<file path="src/rtl/audio_out.sv">
// 1-bit sound net to 16-bit PCM: one-pole low-pass IIR at the system clock,
// decimated to the audio rate by a fractional-N phase accumulator.
module audio_out #(
  parameter int unsigned CLK_HZ     = 7_159_000,
  parameter int unsigned SAMPLE_HZ  = 48_000,
  parameter logic [15:0] AMPLITUDE  = 16'd16383,
  parameter int unsigned SHIFT      = 6,
  parameter logic        IDLE_LEVEL = 1'b1
) (
  input  logic        clk7_159,
  input  logic        reset,
  input  logic        sound_in,
  input  logic        mute,
  input  logic [1:0]  volume,
  output logic [15:0] sample,
  output logic        sample_strobe
);

  localparam int unsigned AccW = 16 + SHIFT;

  logic [15:0]     x;
  logic [15:0]     y;
  logic [AccW-1:0] acc_q, acc_d;
  logic [23:0]     phase_q, phase_d;
  logic [24:0]     nxt;
  logic            strobe_d, strobe_q;
  logic [15:0]     sample_q;

  always_comb begin
    x = 16'd0;
    if (!mute && (sound_in != IDLE_LEVEL)) begin
      x = AMPLITUDE >> volume;
    end
  end

  // acc stays below (AMPLITUDE << SHIFT) + 2^SHIFT, so AccW bits never overflow.
  always_comb begin
    acc_d = acc_q + AccW'(x) - (acc_q >> SHIFT);
    y     = acc_q[SHIFT +: 16];
  end

  always_comb begin
    nxt      = {1'b0, phase_q} + 25'(SAMPLE_HZ);
    strobe_d = (nxt >= 25'(CLK_HZ));
    phase_d  = strobe_d ? 24'(nxt - 25'(CLK_HZ)) : nxt[23:0];
  end

  always_ff @(posedge clk7_159) begin
    if (reset) begin
      acc_q    <= '0;
      phase_q  <= '0;
      sample_q <= '0;
      strobe_q <= 1'b0;
    end else begin
      acc_q    <= acc_d;
      phase_q  <= phase_d;
      strobe_q <= strobe_d;
      if (strobe_d) begin
        sample_q <= y;
      end
    end
  end

  assign sample        = sample_q;
  assign sample_strobe = strobe_q;

endmodule

</file>
<file path="config.mk">
export PLATFORM = sky130hd
export DESIGN_NAME = audio_out
export DESIGN_NICKNAME = d
export VERILOG_FILES = /design/src/rtl/audio_out.sv
export SDC_FILE = /design/constraint.sdc
export NUM_CORES = 1
export LEC_CHECK = 0
export ABC_AREA = 1
export BUFFER_PORTS_ARGS = -buffer_cell sky130_fd_sc_hd__buf_2
export CAP_MARGIN = 20
export CORE_ASPECT_RATIO = 0.5
export CORE_MARGIN = 5
export CORE_UTILIZATION = 55
export CTS_CLUSTER_SIZE = 24
export DETAILED_ROUTE_END_ITERATION = 16
export PLACE_DENSITY = 0.78
export SLEW_MARGIN = 20
export SYNTH_ARGS = -nofsm -noshare
export SYNTH_HDL_FRONTEND = slang
export SYNTH_SLANG_ARGS = --single-unit
</file>
<file path="constraint.sdc">
create_clock -name clk7_159 -period 3.95 [get_ports clk7_159]
set_input_delay 0.5925 -clock clk7_159 [delete_from_list [all_inputs] [get_ports clk7_159]]
set_output_delay 0.5925 -clock clk7_159 [all_outputs]
set_load 0.01 [all_outputs]
</file>
==> impl_metrics.toml <==
[outcome]
status = "complete, no violations"

[logic_synthesis]
synth_flop_cell = "dfxtp_1"
yosys.area.top_type = "dfxtp_1"
syn_area_um2 = 4307
synth_most_common_cell = "nand2_1"
synth_cell_types = 42
synth_common_cells = "nand2_1 (109), nor2_1 (87), inv_1 (68), a21oi_1 (64), dfxtp_1 (60)"
synth_nets = 681
yosys.area.top_type_share_pct = 27.89
yosysWarnings = 0
ys_seq_area_share_pct = 27.89
synth-edff-count = 0
synth_area_leaders = "dfxtp_1 (28%), ha_1 (10%), nand2_1 (9.5%)"
synth_cells = 635
syn_area_per_cell_um2 = 6.782
synth_seq_cells = 60
ys_async_sr_fraction_pct = 0

[critical_path]
crit_arrival_ns = 3.52
path_depth = 15
endpoint_kind = "flop"
required_ns = 4.22
timing.critical_path.mode_cell = "o21ai_1"
path_cells = "buf_2 -> nor2_4 -> xnor2_1 -> ha_1 -> inv_1 -> fa_1 -> o21ai_1 -> inv_1 -> o21ai_1 -> a21oi_1 -> o21ai_1 -> nand3_1 -> nand2_1 -> nand2_1 -> a21oi_1"
worst_path_max_delay_cell = "fa_1"
crit_family = "compound AO/OA/AOI/OAI gates"
crit_type = "in -> reg"
r2r_end = "acc_q[18]$_SDFF_PP0_"
reg2reg_depth = 13
worstPathMaxFanout = 16
r2r-start = "acc_q[7]$_SDFF_PP0_"
crit_buf_inv = 3
slowest_delay_ns = 0.45
rrSetupSlack_ns = 1.05
critPathLaunchType = "primary input"

[drt]
highest-signal-layer = "met4"
ant_nets = 0
dr.pass1.iters = 5
wl_per_cell_um = 13.26
drc = 0
routed_via_density = 5.449
totalWireLength_um = 10170
wl_met3_um = 539
initialDrtViolationCount = 296
drt-met1-wl_um = 4782
vias = 4179
wl_met2_um = 4660

[floorplan]
initial_utilization_pct = 57.73
die_w_um = 135.1
rows = 22
die_h_um = 72.57
dieArea_um2 = 9807
coreArea_um2 = 7460
io_pins = 23

[layout]
drive_gt1_share_pct = 10.93
n_antenna_cell = 0
fin_nets = 701
area_growth_pct = 10.49

[flow_run]
drv_cap = 0

[min_path]
whs_path_depth = 2
min_to = "sample[13]$_SDFFE_PP0P_"
worstHoldStart = "sample[13]$_SDFFE_PP0P_"
hp-class = "reg -> reg"

[sta]
drv_slew = 0
holdWs_ns = 0.4910
fin_crit_sh_pct = 82.27
timing.setup.tns_ns = 0
rsz0062_at_grt = "no"
fin_crit_ns = 3.250
fmax_mhz = 307.7
slew_headroom_pct = 46.83
tightestPinTransition_ns = 0.7966
hold_viol = 0
fin_skew_ns = 0.008547
setup_violations = 0

[clocking]
clk_path_buf_depth = 2
clk_latency_ns = 0.34
numCtsBuffers = 9
ctsHtreeMaxLevel = 3
hold_buffers = 0
cts.sinks = 60
cts.clk_slew.worst_paths_ns = 0.05
post_cts_resized = 0
cts_tree = "built"
cts_setup_buffers = 0
cts_root_buf = "clkbuf_16"

[global_route]
grt_use_total_pct = 21.84
antenna_found_initial = 0
grt_pass1_vias = 3884
grt_max_degree = 51
grt_overflow_total = 0
grt_pass1_wl_um = 17260

[power]
power-per-cell-area_nw_per_um2 = 830.9
cellLeakagePower_nw = 2.282
max-vdd-ir-drop_v = 0.0006004

[place]
dpl.hpwl_um = 7638
gp_congestion = 0.8822
port_buffers = 22
per-stage QoR:
step | worst slack [ns] | area [µm²] | util, % | total power (W) | cells
after floorplan | 0.7048 | 4307 | - | 0.002652 | 635
after global placement | 0.5188 | 4467 | 59.88 | 0.003100 | 752
after detailed placement | 0.3921 | 4467 | 59.88 | 0.003143 | 752
after CTS | 0.7347 | 4758 | 63.79 | 0.003935 | 767
after global routing | 0.3760 | 4758 | 63.79 | 0.004359 | 767
final | 0.7002 | 4758 | 63.79 | 0.003954 | 767
worst max path at each step:
stage,end,slack (ns),start
after floorplan,acc_q[18]$_SDFF_PP0_,0.70,sound_in
after global placement,acc_q[18]$_SDFF_PP0_,0.52,sound_in
after detailed placement,acc_q[18]$_SDFF_PP0_,0.39,sound_in
after CTS,acc_q[18]$_SDFF_PP0_,0.73,sound_in
after global routing,acc_q[18]$_SDFF_PP0_,0.38,sound_in
final,acc_q[18]$_SDFF_PP0_,0.70,sound_in
cells by family after synthesis:
group / after synthesis / synth area share [%]
simple gates: 283 / 28.76
xor+xnor: 15 / 3.225
compound gates: 146 / 18.86
fa+ha+maj: 40 / 12.32
buf+inv: 91 / 8.948
flops: 60 / 27.89
worst min-delay path: stages, from the launching register on:
cell and delay, ns:
dfxtp_1 0.32, o21ai_1 0.07, nor2_1 0.07
layout by cell type (no fill, tap or decap), types with 2 or more instances in the layout:
| master | n |
|---|---|
| a211oi_1 | 3 |
| a21o_1 | 2 |
| a21oi_1 | 64 |
| a21oi_2 | 2 |
| buf_2 | 22 |
| buf_4 | 2 |
| clkbuf_16 | 9 |
| clkinv_1 | 2 |
| clkinv_2 | 3 |
| dfxtp_1 | 60 |
| fa_1 | 4 |
| ha_1 | 36 |
| inv_1 | 68 |
| inv_2 | 6 |
| nand2_1 | 109 |
| nand2_2 | 14 |
| nand2_4 | 2 |
| nand3_1 | 45 |
| nand3b_1 | 2 |
| nand4_1 | 6 |
| nor2_1 | 87 |
| nor2_2 | 3 |
| nor2_4 | 2 |
| nor3_1 | 9 |
| o211ai_1 | 2 |
| o21a_1 | 5 |
| o21ai_0 | 27 |
| o21ai_1 | 25 |
| o21bai_1 | 11 |
| xnor2_1 | 7 |
| xor2_1 | 7 |
cell type report:
| type | count | area [µm²] |
|---|---|---|
| repair buffers | 24 | 125.1 |
| clock inverters | 5 | 52.55 |
| fillers | 681 | 2701 |
| well taps | 108 | 135.1 |
| inverters | 76 | 285.3 |
| multi-input cells | 484 | 2720 |
| flip-flops and latches | 60 | 1201 |
| clock buffers | 10 | 239.0 |
state kept, by name, summed over array words and instances (netlist names):
register	cells
acc_q	22
phase_q	21
sample	16
sample_strobe	1
power by group:
part | total [W] | switching (W) | leakage (nW) | internal, W
clock network | 0.000771 | 0.000274 | 0.144 | 0.000497
registers | 0.000888 | 0.000149 | 0.493 | 0.000739
logic | 0.00229 | 0.00145 | 1.65 | 0.000840
total | 0.00395 | 0.00188 | 2.28 | 0.00208
layer usage:
| layer | vias up | GRT usage (%) |
|---|---|---|
| li1 | 2137 | - |
| met1 | 1905 | 26.72 |
| met2 | 114 | 36.34 |
| met3 | 23 | 7.231 |
| met4 | 0 | 8.045 |
| met5 | - | 0 |
(Power assumes the default switching activity.)
